$ cat src/rtl/seven_seg_scan_driver.sv
// Time-multiplexed common-anode seven-segment scan driver with frame snapshot and anode blanking.
// Optional leading-zero blanking is compiled in with `define SEVEN_SEG_LZB_EN.
module seven_seg_scan_driver #(
  parameter int    NUM_DIGITS   = 4,
  parameter int    REFRESH_DIV  = 100000,
  parameter int    BLANK_CYCLES = 1000,
  parameter string DISPLAY_MODE = "DECIMAL"
) (
  input  logic                    w_CLK,
  input  logic                    w_RST,
  input  logic [4*NUM_DIGITS-1:0] i_DIGITS,
  input  logic [NUM_DIGITS-1:0]   i_DP,
  output logic [NUM_DIGITS-1:0]   o_AN,
  output logic [6:0]              o_SEG,
  output logic                    o_DP,
  output logic                    o_FRAME
);

  localparam int PRE_W = (REFRESH_DIV > 1) ? $clog2(REFRESH_DIV) : 1;
  localparam int IDX_W = $clog2(NUM_DIGITS);

  localparam logic [PRE_W-1:0]      PRE_LAST  = PRE_W'(REFRESH_DIV - 1);
  localparam logic [PRE_W-1:0]      BLANK_LIM = PRE_W'(BLANK_CYCLES);
  localparam logic [IDX_W-1:0]      IDX_LAST  = IDX_W'(NUM_DIGITS - 1);
  localparam logic [NUM_DIGITS-1:0] AN_OFF    = {NUM_DIGITS{1'b1}};
  localparam logic [NUM_DIGITS-1:0] AN_ONE    = {{(NUM_DIGITS-1){1'b0}}, 1'b1};
  localparam bit                    HEX_MODE  = (DISPLAY_MODE == "HEXADECIMAL");

  // Active-low {g,f,e,d,c,b,a}; 10..15 are letters only when hex glyphs are enabled.
  function automatic logic [6:0] glyph(input logic [3:0] nib, input bit hex);
    logic [6:0] g;
    case (nib)
      4'h0:    g = 7'b1000000;
      4'h1:    g = 7'b1111001;
      4'h2:    g = 7'b0100100;
      4'h3:    g = 7'b0110000;
      4'h4:    g = 7'b0011001;
      4'h5:    g = 7'b0010010;
      4'h6:    g = 7'b0000010;
      4'h7:    g = 7'b1111000;
      4'h8:    g = 7'b0000000;
      4'h9:    g = 7'b0010000;
      4'hA:    g = hex ? 7'b0001000 : 7'h7F;
      4'hB:    g = hex ? 7'b0000011 : 7'h7F;
      4'hC:    g = hex ? 7'b1000110 : 7'h7F;
      4'hD:    g = hex ? 7'b0100001 : 7'h7F;
      4'hE:    g = hex ? 7'b0000110 : 7'h7F;
      4'hF:    g = hex ? 7'b0001110 : 7'h7F;
      default: g = 7'h7F;
    endcase
    return g;
  endfunction

  logic [PRE_W-1:0]        pre_q, pre_d;
  logic [IDX_W-1:0]        idx_q, idx_d;
  logic [4*NUM_DIGITS-1:0] snap_dig_q, snap_dig_d;
  logic [NUM_DIGITS-1:0]   snap_dp_q, snap_dp_d;
  logic [NUM_DIGITS-1:0]   an_q, an_d;
  logic [6:0]              seg_q, seg_d;
  logic                    dp_q, dp_d;
  logic                    frame_q, frame_d;

  logic                    slot_end_s;
  logic                    frame_end_s;
  logic [3:0]              nib_s;
`ifdef SEVEN_SEG_LZB_EN
  logic                    lz_blank_s;
`endif

  // Next-state for scan counters and snapshot, plus decode of the next output values.
  always_comb begin
    slot_end_s  = (pre_q == PRE_LAST);
    frame_end_s = slot_end_s && (idx_q == IDX_LAST);

    pre_d = slot_end_s ? {PRE_W{1'b0}} : pre_q + PRE_W'(1);
    idx_d = slot_end_s ? ((idx_q == IDX_LAST) ? {IDX_W{1'b0}} : idx_q + IDX_W'(1)) : idx_q;

    snap_dig_d = frame_end_s ? i_DIGITS : snap_dig_q;
    snap_dp_d  = frame_end_s ? i_DP     : snap_dp_q;

    nib_s = snap_dig_q[4*int'(idx_q) +: 4];

`ifdef SEVEN_SEG_LZB_EN
    // Blank when this digit and every more-significant digit is zero; digit 0 always shows.
    lz_blank_s = (idx_q != {IDX_W{1'b0}});
    for (int k = 0; k < NUM_DIGITS; k++) begin
      lz_blank_s = lz_blank_s &
                   ~((int'(idx_q) <= k) && (snap_dig_q[4*k +: 4] != 4'h0));
    end
    seg_d = lz_blank_s ? 7'h7F : glyph(nib_s, HEX_MODE);
`else
    seg_d = glyph(nib_s, HEX_MODE);
`endif

    an_d    = (pre_q < BLANK_LIM) ? AN_OFF : ~(AN_ONE << idx_q);
    dp_d    = ~snap_dp_q[idx_q];
    frame_d = frame_end_s;
  end

  // State and output registers with asynchronous reset.
  always_ff @(posedge w_CLK or posedge w_RST) begin
    if (w_RST) begin
      pre_q      <= {PRE_W{1'b0}};
      idx_q      <= {IDX_W{1'b0}};
      snap_dig_q <= {(4*NUM_DIGITS){1'b0}};
      snap_dp_q  <= {NUM_DIGITS{1'b0}};
      an_q       <= AN_OFF;
      seg_q      <= 7'h7F;
      dp_q       <= 1'b1;
      frame_q    <= 1'b0;
    end else begin
      pre_q      <= pre_d;
      idx_q      <= idx_d;
      snap_dig_q <= snap_dig_d;
      snap_dp_q  <= snap_dp_d;
      an_q       <= an_d;
      seg_q      <= seg_d;
      dp_q       <= dp_d;
      frame_q    <= frame_d;
    end
  end

  assign o_AN    = an_q;
  assign o_SEG   = seg_q;
  assign o_DP    = dp_q;
  assign o_FRAME = frame_q;

endmodule

$ cat config.mk
export PLATFORM = sky130hd
export DESIGN_NAME = seven_seg_scan_driver
export DESIGN_NICKNAME = d
export VERILOG_FILES = /design/src/rtl/seven_seg_scan_driver.sv
export SDC_FILE = /design/constraint.sdc
export NUM_CORES = 1
export LEC_CHECK = 0
export CORE_MARGIN = 3
export CORE_UTILIZATION = 25
export DETAILED_ROUTE_END_ITERATION = 10
export SYNTH_ARGS = -nofsm -noshare
export SYNTH_HDL_FRONTEND = slang
export SYNTH_SLANG_ARGS = --single-unit
$ cat constraint.sdc
create_clock -name w_CLK -period 6 [get_ports w_CLK]
set_input_delay 0.6 -clock w_CLK [delete_from_list [all_inputs] [get_ports w_CLK]]
set_output_delay 0.6 -clock w_CLK [all_outputs]
set_load 0.01 [all_outputs]
==> out/metrics.csv <==
stage,metric,value,unit
setup_path,crit_cells,5,
drt,firstDrtPassIters,4,
clock_tree,cts_hold_buf,0,
drt,avgRoutedWirePerCell,12.2,um
drt,routed_wl,4.32,mm
placed_design,port_buffers,34,
clock_tree,postCtsSetupBuffers,0,
cells_and_area,area_growth,23.4,%
global_route,grt_max_degree,53,
setup_path,cp_cell_sequence,"nand4_1, or4_4, nor3_4, nand2_2, mux2_4",
pwr,p_comb_share,9.0,%
clock_tree,cts_buffers,5,
setup_path,crit_fanout,21,
cells_and_area,nFillCells,937,
cells_and_area,regArea,1320,sq um
synth,netlist.top_cell.by_area,dfrtp_1,
synth,synth_area,2420,sq um
clock_tree,clockBufferDepth,2,
timing,hold_viol_final,0,
pwr,seqPwrFrac,58.2,%
cells_and_area,final_nets,256,
floorplan,die_area,10900,sq um
timing,finalSetupViolCount,0,
synth,yosys_warnings,0,
timing,relSlewSlack,54.8,%
pwr,switchingPower,0.142,mW
synth,synth_area_leaders,"dfrtp_1, dfstp_2, mux2_4, ha_1, mux4_2",
pwr,pwr_density_cell,213,nW/um^2
global_route,grt-ovfl-total,0,
synth,synth.most_common_cell,dfrtp_1,
setup_path,rr_worst_depth,5,
pwr,p_int,0.493,mW
timing,min_period,2.56,ns
setup_path,crit_required,6.18,ns
synth,ys.flop_type,dfrtp_1,
timing,period_share,42.7,%
setup_path,critPathLaunch,pre_q[9],
synth,syn_nets,220,
global_route,grt_antenna_before_repair,0,
setup_path,cp_top_family,simple AND/OR/NAND/NOR gates,
floorplan,initial_core_util,25.9,%
pwr,clkPwrFrac,32.9,%
clock_tree,clkSlewWorstSetupHoldPaths,0.09,ns
global_route,grt_pass1_vias,1579,
drt,via_per_inst,4.09,
setup_path,cp.arrival,2.75,ns
job,drv_cap,0,
timing,rsz0062_at_grt,false,
pwr,p_sw_share,22.4,%
global_route,track_usage,8.54,%
placed_design,hpwl,3.12,mm
cells_and_area,drive_gt1_share,22.2,%
drt,vias,1447,
floorplan,design.core.area,9330,sq um
global_route,grt_pass1_wl,7.63,mm
hold_path,hold_start,pre_q[0],
setup_path,crit_slowest_cell,nand2_2,
synth,yosysSeqAreaShare,54.5,%
floorplan,die_h,104,um
clock_tree,cts_tree,yes,
synth,synthDistinctLibCells,32,
cells_and_area,utilization,32.0,%
synth,synthTopCellsByCount,"dfrtp_1, mux2_4, nor2_1, nand2_1, dfstp_2",
placed_design,gp_congestion,0.746,
setup_path,cpPeakStageDelay,0.52,ns
floorplan,rows,35,
setup_path,path_class,reg -> reg,
timing,slew_viol_final,0,
clock_tree,clk_latency,0.31,ns
timing,tns,0,ns
setup_path,crit_buf_inv,0,
synth,ys_ff_latch,52,
cells_and_area,antenna_cells,0,
timing,fin_worst_skew,0.0143,ns
drt,first_iter_violations,31,
timing,timing.hold.ws,0.502,ns
synth,synth-edff-count,0,
clock_tree,clockRootBuffer,clkbuf_8,
cells_and_area,multiInputGateArea,1030,sq um
synth,async_flop_share,100,%
timing,max_freq,390,MHz
drt,ant_nets,0,
drt,drc,0,
setup_path,r2r-start,pre_q[9],
setup_path,cp-start-kind,register,
pwr,leakage,1.32,nW
hold_path,hold_path_depth,1,
pwr,ir_drop,0.0762,mV
setup_path,cp-end-kind,register,
floorplan,fp.dieW,104,um
synth,netlist_instances,188,
synth,synth_area_per_cell,12.9,sq um
synth,netlist.area_leader.share,41.4,%
timing,worst_pin_slew,0.675,ns
hold_path,hold_class,reg -> reg,
clock_tree,clock_sinks,52,
floorplan,top_level_ports,35,
clock_tree,ctsResizeCount,0,
status,status,completed,
clock_tree,cts_max_level,2,
[cells by family after synthesis]
kind of cell / synth area share, %
buffers and inverters: 3.00
multiplexers: 17.3
XOR/XNOR: 5.44
AO/OA/AOI/OAI: 3.68
flip-flops: 54.5
adder cells (fa/ha/maj): 5.18
AND/OR/NAND/NOR: 10.9
[power by group through the flow]
stage                     registers, mW  clock network [mW]  logic, mW
after floorplan                   0.378                   0     0.0268
after global placement            0.376                   0     0.0575
after detailed placement          0.376                   0     0.0581
after CTS                         0.370               0.220     0.0584
after global routing              0.371               0.232     0.0632
final                             0.370               0.209     0.0569
[state kept, by name, indices dropped and copies added, names as in the netlist]
register / cells
snap_dp_q: 4
o_AN: 4
snap_dig_q: 16
o_SEG: 7
o_FRAME: 1
pre_q: 17
o_DP: 1
idx_q: 2
[metrics by stage]
stage | instance area (sq um) | cells | worst slack [ns] | power (mW)
2_1_floorplan | 2420 | 188 | 4.12 | 0.405
3_3_place_gp | 2890 | 346 | 3.49 | 0.434
3_5_place_dp | 2890 | 346 | 3.42 | 0.435
4_1_cts | 2980 | 354 | 3.39 | 0.648
5_1_grt | 2980 | 354 | 3.23 | 0.667
6_report | 2980 | 354 | 3.44 | 0.636
[layer usage]
| layer | up-vias | global-route usage (%) | routed length [um] |
|---|---|---|---|
| met1 | 705 | 10.9 | 2000 |
| met5 | - | 0 | 0 |
| met2 | 24 | 13.5 | 2040 |
| met4 | 0 | 2.56 | 50 |
| met3 | 5 | 3.10 | 224 |
| li1 | 713 | - | - |
[placed cells by master, fill, tap and decap left out, types with 2 or more instances in the layout]
cell type,Yosys,layout
nor2_1,16,16
mux2_4,19,19
and3_1,2,2
nand4_1,4,4
o21ai_0,8,8
xor2_1,7,7
mux4_2,4,4
ha_1,10,10
clkbuf_8,0,6
nand2_1,14,14
dfstp_2,12,12
a21oi_1,4,4
nand3_1,7,7
a22oi_1,2,2
clkdlybuf4s50_1,0,34
mux2_2,2,2
xnor2_1,8,8
nor3_1,2,2
dfrtp_1,40,40
mux2i_1,2,2
inv_1,9,8
[path summary, 6_finish.rpt]
check | to | slack, ns
setup / recovery | snap_dig_q[5] | 3.44
hold / removal | pre_q[0] | 0.50
setup reg to reg | snap_dig_q[5] | 3.44
hold reg to reg | pre_q[0] | 0.50
max in group asynchronous | snap_dig_q[9] | 4.80
min in group asynchronous | snap_dig_q[3] | 0.78
[area by class of cell]
| cell class | count | share of cell area [%] |
|---|---|---|
| Timing Repair Buffer | 35 | 11.7 |
| Sequential cell | 52 | 44.2 |
| Inverter | 9 | 1.13 |
| Clock buffer | 7 | 2.90 |
| Clock inverter | 1 | 0.252 |
| Multi-Input combinational cell | 121 | 34.5 |
| Tap cell | 129 | 5.42 |
(Power assumes the default switching activity.)
